`config.mk`:
```
export PLATFORM = sky130hd
export DESIGN_NAME = money_spawner_flat
export DESIGN_NICKNAME = d
export VERILOG_FILES = /design/src/rtl/money_spawner_if.sv /design/src/rtl/money_spawner.sv /design/src/flat_wrapper.sv
export SDC_FILE = /design/constraint.sdc
export NUM_CORES = 1
export LEC_CHECK = 0
export BUFFER_PORTS_ARGS = -buffer_cell sky130_fd_sc_hd__buf_2
export CORE_MARGIN = 4
export CORE_UTILIZATION = 40
export DETAILED_ROUTE_END_ITERATION = 7
export HOLD_SLACK_MARGIN = 0.02
export SYNTH_ARGS = -nofsm -noshare
export SYNTH_HDL_FRONTEND = slang
export SYNTH_SLANG_ARGS = --single-unit
```
`constraint.sdc`:
```
create_clock -name FrameClk -period 4.4 [get_ports FrameClk]
set_input_delay 0 -clock FrameClk [delete_from_list [all_inputs] [get_ports FrameClk]]
set_output_delay 0 -clock FrameClk [all_outputs]
set_load 0.02 [all_outputs]
```
`src/rtl/money_spawner_if.sv`:
```
// rtl/money_spawner_if.sv - player/draw signal bundle between game logic and money_spawner
interface money_spawner_if #(
    parameter int NUM_SLOTS = 4
);
    logic                 SpawnEnable;
    logic [2:0]           Random;
    logic                 P1Collected;
    logic                 P2Collected;
    logic [4:0]           P1HbOffset;
    logic [4:0]           P2HbOffset;
    logic [9:0]           P1X;
    logic [9:0]           P1Y;
    logic [9:0]           P2X;
    logic [9:0]           P2Y;
    logic [9:0]           DrawX;
    logic [9:0]           DrawY;
    logic [1:0]           P1Collect;
    logic [1:0]           P2Collect;
    logic [NUM_SLOTS-1:0] ActiveMask;
    logic                 MoneyPixel;
    logic [1:0]           Tile;
    logic [4:0]           PixelX;
    logic [4:0]           PixelY;

    modport master (
        output SpawnEnable, Random, P1Collected, P2Collected, P1HbOffset, P2HbOffset,
               P1X, P1Y, P2X, P2Y, DrawX, DrawY,
        input  P1Collect, P2Collect, ActiveMask, MoneyPixel, Tile, PixelX, PixelY
    );

    modport slave (
        input  SpawnEnable, Random, P1Collected, P2Collected, P1HbOffset, P2HbOffset,
               P1X, P1Y, P2X, P2Y, DrawX, DrawY,
        output P1Collect, P2Collect, ActiveMask, MoneyPixel, Tile, PixelX, PixelY
    );
endinterface

```
`src/rtl/money_spawner.sv`:
```
// rtl/money_spawner.sv - NUM_SLOTS money pickups with claims, respawn timers and draw outputs; MONEY_DESPAWN_EN adds lifetime despawn
module money_spawner #(
    parameter int         NUM_SLOTS    = 4,
    parameter logic [9:0] SLOT_X0      = 10'd64,
    parameter logic [9:0] SLOT_PITCH   = 10'd128,
    parameter logic [9:0] SPAWN_Y      = 10'd436,
    parameter logic [9:0] MONEY_W      = 10'd18,
    parameter logic [9:0] MONEY_H      = 10'd18,
    parameter logic [9:0] BASE_RESPAWN = 10'd595,
    parameter logic [9:0] DELAY_STEP   = 10'd60,
    parameter logic [9:0] LIFETIME     = 10'd900
) (
    input  logic           FrameClk,
    input  logic           Reset,
    money_spawner_if.slave bus
);
    typedef enum logic [1:0] {EMPTY, ACTIVE, COOLDOWN} slot_state_e;

    if (NUM_SLOTS < 1 || NUM_SLOTS > 8 ||
        int'(BASE_RESPAWN) + 7 * int'(DELAY_STEP) > 1023 || int'(LIFETIME) > 1023) begin : g_bad_params
        $error("money_spawner: parameter out of range");
    end

    slot_state_e          state_q [NUM_SLOTS];
    slot_state_e          state_n [NUM_SLOTS];
    logic [1:0]           value_q [NUM_SLOTS];
    logic [1:0]           value_n [NUM_SLOTS];
    logic [2:0]           delay_q [NUM_SLOTS];
    logic [2:0]           delay_n [NUM_SLOTS];
    logic [9:0]           timer_q [NUM_SLOTS];
    logic [9:0]           timer_n [NUM_SLOTS];

    logic [NUM_SLOTS-1:0] active;
    logic [NUM_SLOTS-1:0] p1_hit;
    logic [NUM_SLOTS-1:0] p2_hit;
    logic [NUM_SLOTS-1:0] p1_claim;
    logic [NUM_SLOTS-1:0] p2_claim;
    logic [NUM_SLOTS-1:0] ack;
    logic                 p1_valid;
    logic                 p2_valid;
    logic [1:0]           p1_val;
    logic [1:0]           p2_val;
    logic [10:0]          p1_hx;
    logic [10:0]          p1_hy;
    logic [10:0]          p2_hx;
    logic [10:0]          p2_hy;
    logic                 draw_hit;
    logic [1:0]           draw_tile;
    logic [4:0]           draw_px;
    logic [4:0]           draw_py;

    // Geometry is done at 11 bits so sums near the right/bottom edge never wrap.
    function automatic logic [10:0] slot_x(input int i);
        return 11'(SLOT_X0) + 11'(i) * 11'(SLOT_PITCH);
    endfunction

    function automatic logic overlap(input logic [10:0] hx, input logic [10:0] hy,
                                     input logic [10:0] sx);
        return (hx < sx + 11'(MONEY_W)) && (sx < hx + 11'd16) &&
               (hy < 11'(SPAWN_Y) + 11'(MONEY_H)) && (11'(SPAWN_Y) < hy + 11'd16);
    endfunction

    assign p1_hx = 11'(bus.P1X) + 11'(bus.P1HbOffset);
    assign p1_hy = 11'(bus.P1Y) + 11'd16;
    assign p2_hx = 11'(bus.P2X) + 11'(bus.P2HbOffset);
    assign p2_hy = 11'(bus.P2Y) + 11'd16;

    // P2 skips whatever P1 claimed so both can collect different slots in one frame.
    always_comb begin
        active   = '0;
        p1_hit   = '0;
        p2_hit   = '0;
        p1_claim = '0;
        p2_claim = '0;
        p1_valid = 1'b0;
        p2_valid = 1'b0;
        p1_val   = 2'd0;
        p2_val   = 2'd0;
        for (int i = 0; i < NUM_SLOTS; i++) begin
            active[i] = (state_q[i] == ACTIVE);
            p1_hit[i] = active[i] && overlap(p1_hx, p1_hy, slot_x(i));
            p2_hit[i] = active[i] && overlap(p2_hx, p2_hy, slot_x(i));
        end
        for (int i = 0; i < NUM_SLOTS; i++) begin
            if (!p1_valid && p1_hit[i]) begin
                p1_valid    = 1'b1;
                p1_claim[i] = 1'b1;
                p1_val      = value_q[i];
            end
        end
        for (int i = 0; i < NUM_SLOTS; i++) begin
            if (!p2_valid && p2_hit[i] && !p1_claim[i]) begin
                p2_valid    = 1'b1;
                p2_claim[i] = 1'b1;
                p2_val      = value_q[i];
            end
        end
    end

    assign ack = (p1_claim & {NUM_SLOTS{bus.P1Collected}}) |
                 (p2_claim & {NUM_SLOTS{bus.P2Collected}});

    always_comb begin
        draw_hit  = 1'b0;
        draw_tile = 2'd0;
        draw_px   = 5'd0;
        draw_py   = 5'd0;
        for (int i = 0; i < NUM_SLOTS; i++) begin
            if (!draw_hit && active[i] &&
                11'(bus.DrawX) >= slot_x(i) && 11'(bus.DrawX) < slot_x(i) + 11'(MONEY_W) &&
                bus.DrawY >= SPAWN_Y && 11'(bus.DrawY) < 11'(SPAWN_Y) + 11'(MONEY_H)) begin
                draw_hit  = 1'b1;
                draw_tile = value_q[i];
                draw_px   = 5'(bus.DrawX - 10'(slot_x(i)));
                draw_py   = 5'(bus.DrawY - SPAWN_Y);
            end
        end
    end

    assign bus.P1Collect  = p1_val;
    assign bus.P2Collect  = p2_val;
    assign bus.ActiveMask = active;
    assign bus.MoneyPixel = draw_hit & bus.SpawnEnable;
    assign bus.Tile       = draw_tile;
    assign bus.PixelX     = draw_px;
    assign bus.PixelY     = draw_py;

    always_comb begin
        for (int i = 0; i < NUM_SLOTS; i++) begin
            state_n[i] = state_q[i];
            value_n[i] = value_q[i];
            delay_n[i] = delay_q[i];
            timer_n[i] = timer_q[i];
            if (!bus.SpawnEnable) begin
                state_n[i] = EMPTY;
                value_n[i] = 2'd0;
                delay_n[i] = 3'd0;
                timer_n[i] = 10'd0;
            end else begin
                case (state_q[i])
                    EMPTY: begin
                        state_n[i] = ACTIVE;
                        value_n[i] = 2'(bus.Random[0]) + 2'd1;
                        delay_n[i] = bus.Random ^ 3'(i);
                        timer_n[i] = 10'd0;
                    end
                    ACTIVE: begin
                        if (ack[i]) begin
                            state_n[i] = COOLDOWN;
                            value_n[i] = 2'd0;
                            timer_n[i] = 10'd0;
                        end
`ifdef MONEY_DESPAWN_EN
                        else if (timer_q[i] == LIFETIME) begin
                            state_n[i] = COOLDOWN;
                            value_n[i] = 2'd0;
                            timer_n[i] = 10'd0;
                        end else begin
                            timer_n[i] = timer_q[i] + 10'd1;
                        end
`endif
                    end
                    COOLDOWN: begin
                        if (timer_q[i] == BASE_RESPAWN + 10'(delay_q[i]) * DELAY_STEP) begin
                            state_n[i] = EMPTY;
                        end else begin
                            timer_n[i] = timer_q[i] + 10'd1;
                        end
                    end
                    default: state_n[i] = EMPTY;
                endcase
            end
        end
    end

    always_ff @(posedge FrameClk) begin
        for (int i = 0; i < NUM_SLOTS; i++) begin
            if (Reset) begin
                state_q[i] <= EMPTY;
                value_q[i] <= 2'd0;
                delay_q[i] <= 3'd0;
                timer_q[i] <= 10'd0;
            end else begin
                state_q[i] <= state_n[i];
                value_q[i] <= value_n[i];
                delay_q[i] <= delay_n[i];
                timer_q[i] <= timer_n[i];
            end
        end
    end
endmodule
```
`src/flat_wrapper.sv`:
```
// flat-port wrapper written by rule: the top's interface ports become plain ports
module money_spawner_flat 
#(
    parameter int         NUM_SLOTS    = 4,
    parameter logic [9:0] SLOT_X0      = 10'd64,
    parameter logic [9:0] SLOT_PITCH   = 10'd128,
    parameter logic [9:0] SPAWN_Y      = 10'd436,
    parameter logic [9:0] MONEY_W      = 10'd18,
    parameter logic [9:0] MONEY_H      = 10'd18,
    parameter logic [9:0] BASE_RESPAWN = 10'd595,
    parameter logic [9:0] DELAY_STEP   = 10'd60,
    parameter logic [9:0] LIFETIME     = 10'd900
)
  (FrameClk, Reset, bus_SpawnEnable, bus_Random, bus_P1Collected, bus_P2Collected, bus_P1HbOffset, bus_P2HbOffset, bus_P1X, bus_P1Y, bus_P2X, bus_P2Y, bus_DrawX, bus_DrawY, bus_P1Collect, bus_P2Collect, bus_ActiveMask, bus_MoneyPixel, bus_Tile, bus_PixelX, bus_PixelY);
  money_spawner_if #(.NUM_SLOTS(NUM_SLOTS)) bus_i ();
  input  logic FrameClk;
  input  logic Reset;
  input wire logic [$bits(bus_i.SpawnEnable)-1:0] bus_SpawnEnable;
  input wire logic [$bits(bus_i.Random)-1:0] bus_Random;
  input wire logic [$bits(bus_i.P1Collected)-1:0] bus_P1Collected;
  input wire logic [$bits(bus_i.P2Collected)-1:0] bus_P2Collected;
  input wire logic [$bits(bus_i.P1HbOffset)-1:0] bus_P1HbOffset;
  input wire logic [$bits(bus_i.P2HbOffset)-1:0] bus_P2HbOffset;
  input wire logic [$bits(bus_i.P1X)-1:0] bus_P1X;
  input wire logic [$bits(bus_i.P1Y)-1:0] bus_P1Y;
  input wire logic [$bits(bus_i.P2X)-1:0] bus_P2X;
  input wire logic [$bits(bus_i.P2Y)-1:0] bus_P2Y;
  input wire logic [$bits(bus_i.DrawX)-1:0] bus_DrawX;
  input wire logic [$bits(bus_i.DrawY)-1:0] bus_DrawY;
  output wire logic [$bits(bus_i.P1Collect)-1:0] bus_P1Collect;
  output wire logic [$bits(bus_i.P2Collect)-1:0] bus_P2Collect;
  output wire logic [$bits(bus_i.ActiveMask)-1:0] bus_ActiveMask;
  output wire logic [$bits(bus_i.MoneyPixel)-1:0] bus_MoneyPixel;
  output wire logic [$bits(bus_i.Tile)-1:0] bus_Tile;
  output wire logic [$bits(bus_i.PixelX)-1:0] bus_PixelX;
  output wire logic [$bits(bus_i.PixelY)-1:0] bus_PixelY;
  assign bus_i.SpawnEnable = bus_SpawnEnable;
  assign bus_i.Random = bus_Random;
  assign bus_i.P1Collected = bus_P1Collected;
  assign bus_i.P2Collected = bus_P2Collected;
  assign bus_i.P1HbOffset = bus_P1HbOffset;
  assign bus_i.P2HbOffset = bus_P2HbOffset;
  assign bus_i.P1X = bus_P1X;
  assign bus_i.P1Y = bus_P1Y;
  assign bus_i.P2X = bus_P2X;
  assign bus_i.P2Y = bus_P2Y;
  assign bus_i.DrawX = bus_DrawX;
  assign bus_i.DrawY = bus_DrawY;
  assign bus_P1Collect = bus_i.P1Collect;
  assign bus_P2Collect = bus_i.P2Collect;
  assign bus_ActiveMask = bus_i.ActiveMask;
  assign bus_MoneyPixel = bus_i.MoneyPixel;
  assign bus_Tile = bus_i.Tile;
  assign bus_PixelX = bus_i.PixelX;
  assign bus_PixelY = bus_i.PixelY;
  money_spawner #(.NUM_SLOTS(NUM_SLOTS), .SLOT_X0(SLOT_X0), .SLOT_PITCH(SLOT_PITCH), .SPAWN_Y(SPAWN_Y), .MONEY_W(MONEY_W), .MONEY_H(MONEY_H), .BASE_RESPAWN(BASE_RESPAWN), .DELAY_STEP(DELAY_STEP), .LIFETIME(LIFETIME)) u_core (.FrameClk(FrameClk), .Reset(Reset), .bus(bus_i));
endmodule
```
==> flow_summary.ini <==
[synth]
yosysTopAreaCell = dfxtp_1
synth_mux_area_share_pct = 1.59
ys_dominant_reg_cell = dfxtp_1
synth_xor_area_share_pct = 9.86
synth_area_um2 = 7080
ys_top_cells_by_area = dfxtp_1 (19%), ha_1 (9.0%), a21oi_1 (4.9%), xor2_1 (4.6%), xnor2_1 (4.1%)
async_flop_share_pct = 0
synth_top_area_share_pct = 19.2
synth_compound_gate_area_share_pct = 25.8
ys_types = 94
ys_seq_area_share_pct = 19.2
syn_nets = 1038
yosys.area_share.simple_pct = 26.1
synth_cells = 895
yosys_warnings = 0
yosys.area_share.adder_pct = 13.0
synth_edf_count = 0
synth_top_family_by_area = simple AND/OR/NAND/NOR gates
ys_ff_latch = 68
syn_avg_cell_area_um2 = 7.91

[timing]
worst_hold_slack_ns = 0.0328
period_needed_ns = 4.07
max_freq_ghz = 0.246
maxSlewViolCount = 0
fin_crit_sh_pct = 92.5
slew-limit-headroom_pct = 28.7
fin_skew_ns = 0.00748
tightest_slew_ns = 1.06
finalHoldViolations = 0
tns_ns = 0
setup_viol = 0
rsz0062_at_grt = false

[clock_tree]
h-tree-depth = 3
clockRootBuffer = clkbuf_16
clock_path_buffers = 2
cts_buffers = 9
clock_sinks = 68
clock_latency_ns = 0.34
post_cts_buffers = 0
cts_tree = built
cts.clk_slew.worst_paths_ns = 0.05

[grt]
grt_pass1_wl_um = 31300
grt_usage_pct = 18.5
grt_pass1_vias = 6446
antenna_found_initial = 0
grt_max_degree = 25
global_route.overflow_total = 0

[route]
drcViolationCount = 0
drtAntennaViolNets = 0
num_vias = 6923
dr.pass1.iters = 5
routedWlPerCell_um = 15.0
viasPerCell = 5.67
first_iter_violations = 434
drt-total-wl_um = 18200

[setup_path]
cp_data_arrival_time_ns = 4.33
end_kind = flop
r2r_end = u_core.timer_q[3][6]$_SDFFE_PP0P_
path_class = flop to flop
r2r_slack_ns = 0.33
start_kind = flop
cp_data_required_time_ns = 4.66
reg2reg_depth = 13
cp_max_fo = 8
reg2reg_from = u_core.delay_q[3][0]$_SDFFE_PP0P_

[pwr]
p_per_area_nw_per_um2 = 242
power.leakage_nw = 3.40
ir_drop_mv = 0.219
pwr-share-clk_pct = 40.9
combPwrFrac_pct = 26.4
seqPwrFrac_pct = 32.7
p_int_w = 0.00139
p_sw_share_pct = 29.8
power_switching_w = 0.000588

[placement]
post-dp-hpwl_um = 14500
gp_congestion = 0.827
dp.cells = 1202
io_buffers = 98
placed_area_um2 = 7780

[worst_hold_path]
hold_class = input port to flop
holdPathEnd = u_core.value_q[3][1]$_SDFFE_PP0P_
holdCritStartpoint = bus_Random[0]
worstHoldPathCells = 3

[die]
core-area_um2 = 17300
rows = 48
dieWidth_um = 141
dieArea_um2 = 19900
die_h_um = 141
top_level_ports = 99
initial_core_util_pct = 40.9

[cells_and_area]
num_antenna_cells = 0
n_fill_cell = 1795
fin_util_pct = 47.1
regArea_um2 = 1360
stdcell_area_um2 = 8150
nets = 1133
instances_no_fill = 1220
syn_to_final_growth_pct = 15.1
multi_input_area_um2 = 5420
drive_gt1_share_pct = 15.5

[run_status]
status = finished clean

[flow_run]
maxCapViolations = 0
## cell families (layout without fill, tap and decap cells)
group           count (synthesis)  count (layout)
compound gates                256             256
xor+xnor                       74              74
mux                            11              11
simple gates                  350             350
fa+ha+maj                      65              65
buf+inv                        71             171
flops                          68              68
## state kept, by name, summed over array words and instances, names as in the netlist
register,cells
u_core.timer_q,40
u_core.value_q,8
u_core.delay_q,12
u_core.state_q,8
## power by group through the flow
stage | clock (W) | sequential [W] | combinational, W
CTS | 0.000824 | 0.000645 | 0.000521
floorplan | 0 | 0.000651 | 0.000385
global placement | 0 | 0.000659 | 0.000516
finish | 0.000808 | 0.000646 | 0.000522
detailed placement | 0 | 0.000659 | 0.000518
global route | 0.000853 | 0.000648 | 0.000586
## cells in the mapped netlist, types with 5 or more instances
master and n:
nor4_1 9, fa_1 14, a32oi_1 5, or4_1 9, nand3_1 38, and2_1 8, nor2_1 72, and3_1 23
a22oi_1 5, nand2b_1 11, nor4b_1 5, nand4_1 21, dfxtp_1 68, a211o_1 5, a31oi_1 13, nor3_1 23
o21ai_0 34, or3_1 11, ha_1 51, clkbuf_1 17, nand2_1 72, mux2i_1 9, a211oi_1 11, o2111ai_1 8
o31ai_1 12, o221ai_1 7, o41ai_1 5, nor2b_1 19, a21oi_1 69, a21o_1 15, o211ai_1 8, inv_1 45
xor2_1 37, xnor2_1 33
## cells in the final DEF (no fill, tap or decap), types with 9 or more instances in the layout
cell        n
buf_2      98
nand2_1    72
nor2_1     72
a21oi_1    69
dfxtp_1    68
ha_1       51
inv_1      45
nand3_1    38
xor2_1     37
o21ai_0    34
xnor2_1    33
and3_1     23
nor3_1     23
nand4_1    21
nor2b_1    19
a21o_1     15
fa_1       14
a31oi_1    12
o31ai_1    12
nand2b_1   11
a211oi_1   11
or3_1      11
buf_4      10
mux2i_1     9
nor4_1      9
or4_1       9
clkbuf_16   9
## final cells by class
type	count	area share (%)
Multi-Input combinational cell	756	66.4
Sequential cell	68	16.7
Timing Repair Buffer	110	7.18
Tap cell	225	3.45
Clock buffer	13	3.32
Inverter	45	2.07
Clock inverter	3	0.829
## critical path, stage by stage (launching register included)
cell and delay (ns):
dfxtp_1 0.52, fa_1 0.53, ha_1 0.27, fa_1 0.45
xor2_1 0.28, a21oi_1 0.10, xnor2_1 0.19, nor3b_1 0.08
a31oi_1 0.18, o31a_1 0.23, nor2_1 0.09, a311o_1 0.43
or4_1 0.49, a21oi_1 0.17
## per-layer routing
layer	track usage, %	part of all wire [%]	up-vias
li1	-	-	3552
met1	25.1	47	3245
met2	31.0	49	112
met3	3.02	3.3	14
met4	3.82	0.98	0
met5	0	0	-
## stage by stage
stage / power [W] / setup WS (ns)
final: 0.00198 / 0.330
after global routing: 0.00209 / 0.0965
after CTS: 0.00199 / 0.330
after detailed placement: 0.00118 / 0.175
after global placement: 0.00117 / 0.235
after floorplan: 0.00104 / 0.533
## worst max-delay path by stage
| stage | from | end | slack (ns) | cells past startpoint |
|---|---|---|---|---|
| 4_1_cts | u_core.delay_q[0][2]$_SDFFE_PP0P_ | u_core.timer_q[0][1]$_SDFFE_PP0P_ | 0.33 | 12 |
| 6_report | u_core.delay_q[3][0]$_SDFFE_PP0P_ | u_core.timer_q[3][6]$_SDFFE_PP0P_ | 0.33 | 13 |
| 5_1_grt | u_core.delay_q[1][1]$_SDFFE_PP0P_ | u_core.timer_q[1][9]$_SDFFE_PP0P_ | 0.1 | 12 |
| 3_5_place_dp | bus_P2X[2] | u_core.timer_q[2][4]$_SDFFE_PP0P_ | 0.17 | 15 |
| 3_3_place_gp | bus_P2X[0] | u_core.timer_q[2][4]$_SDFFE_PP0P_ | 0.24 | 16 |
| 2_1_floorplan | bus_P1X[0] | u_core.timer_q[3][8]$_SDFFE_PP0P_ | 0.53 | 14 |
## repair_timing
action,in CTS,in global routing
gates resized for setup,0,2
hold endpoints to repair,8,0
endpoints found under the setup margin,0,3
hold buffers,2,0
Note: power is estimated with default switching activity, not from simulation.
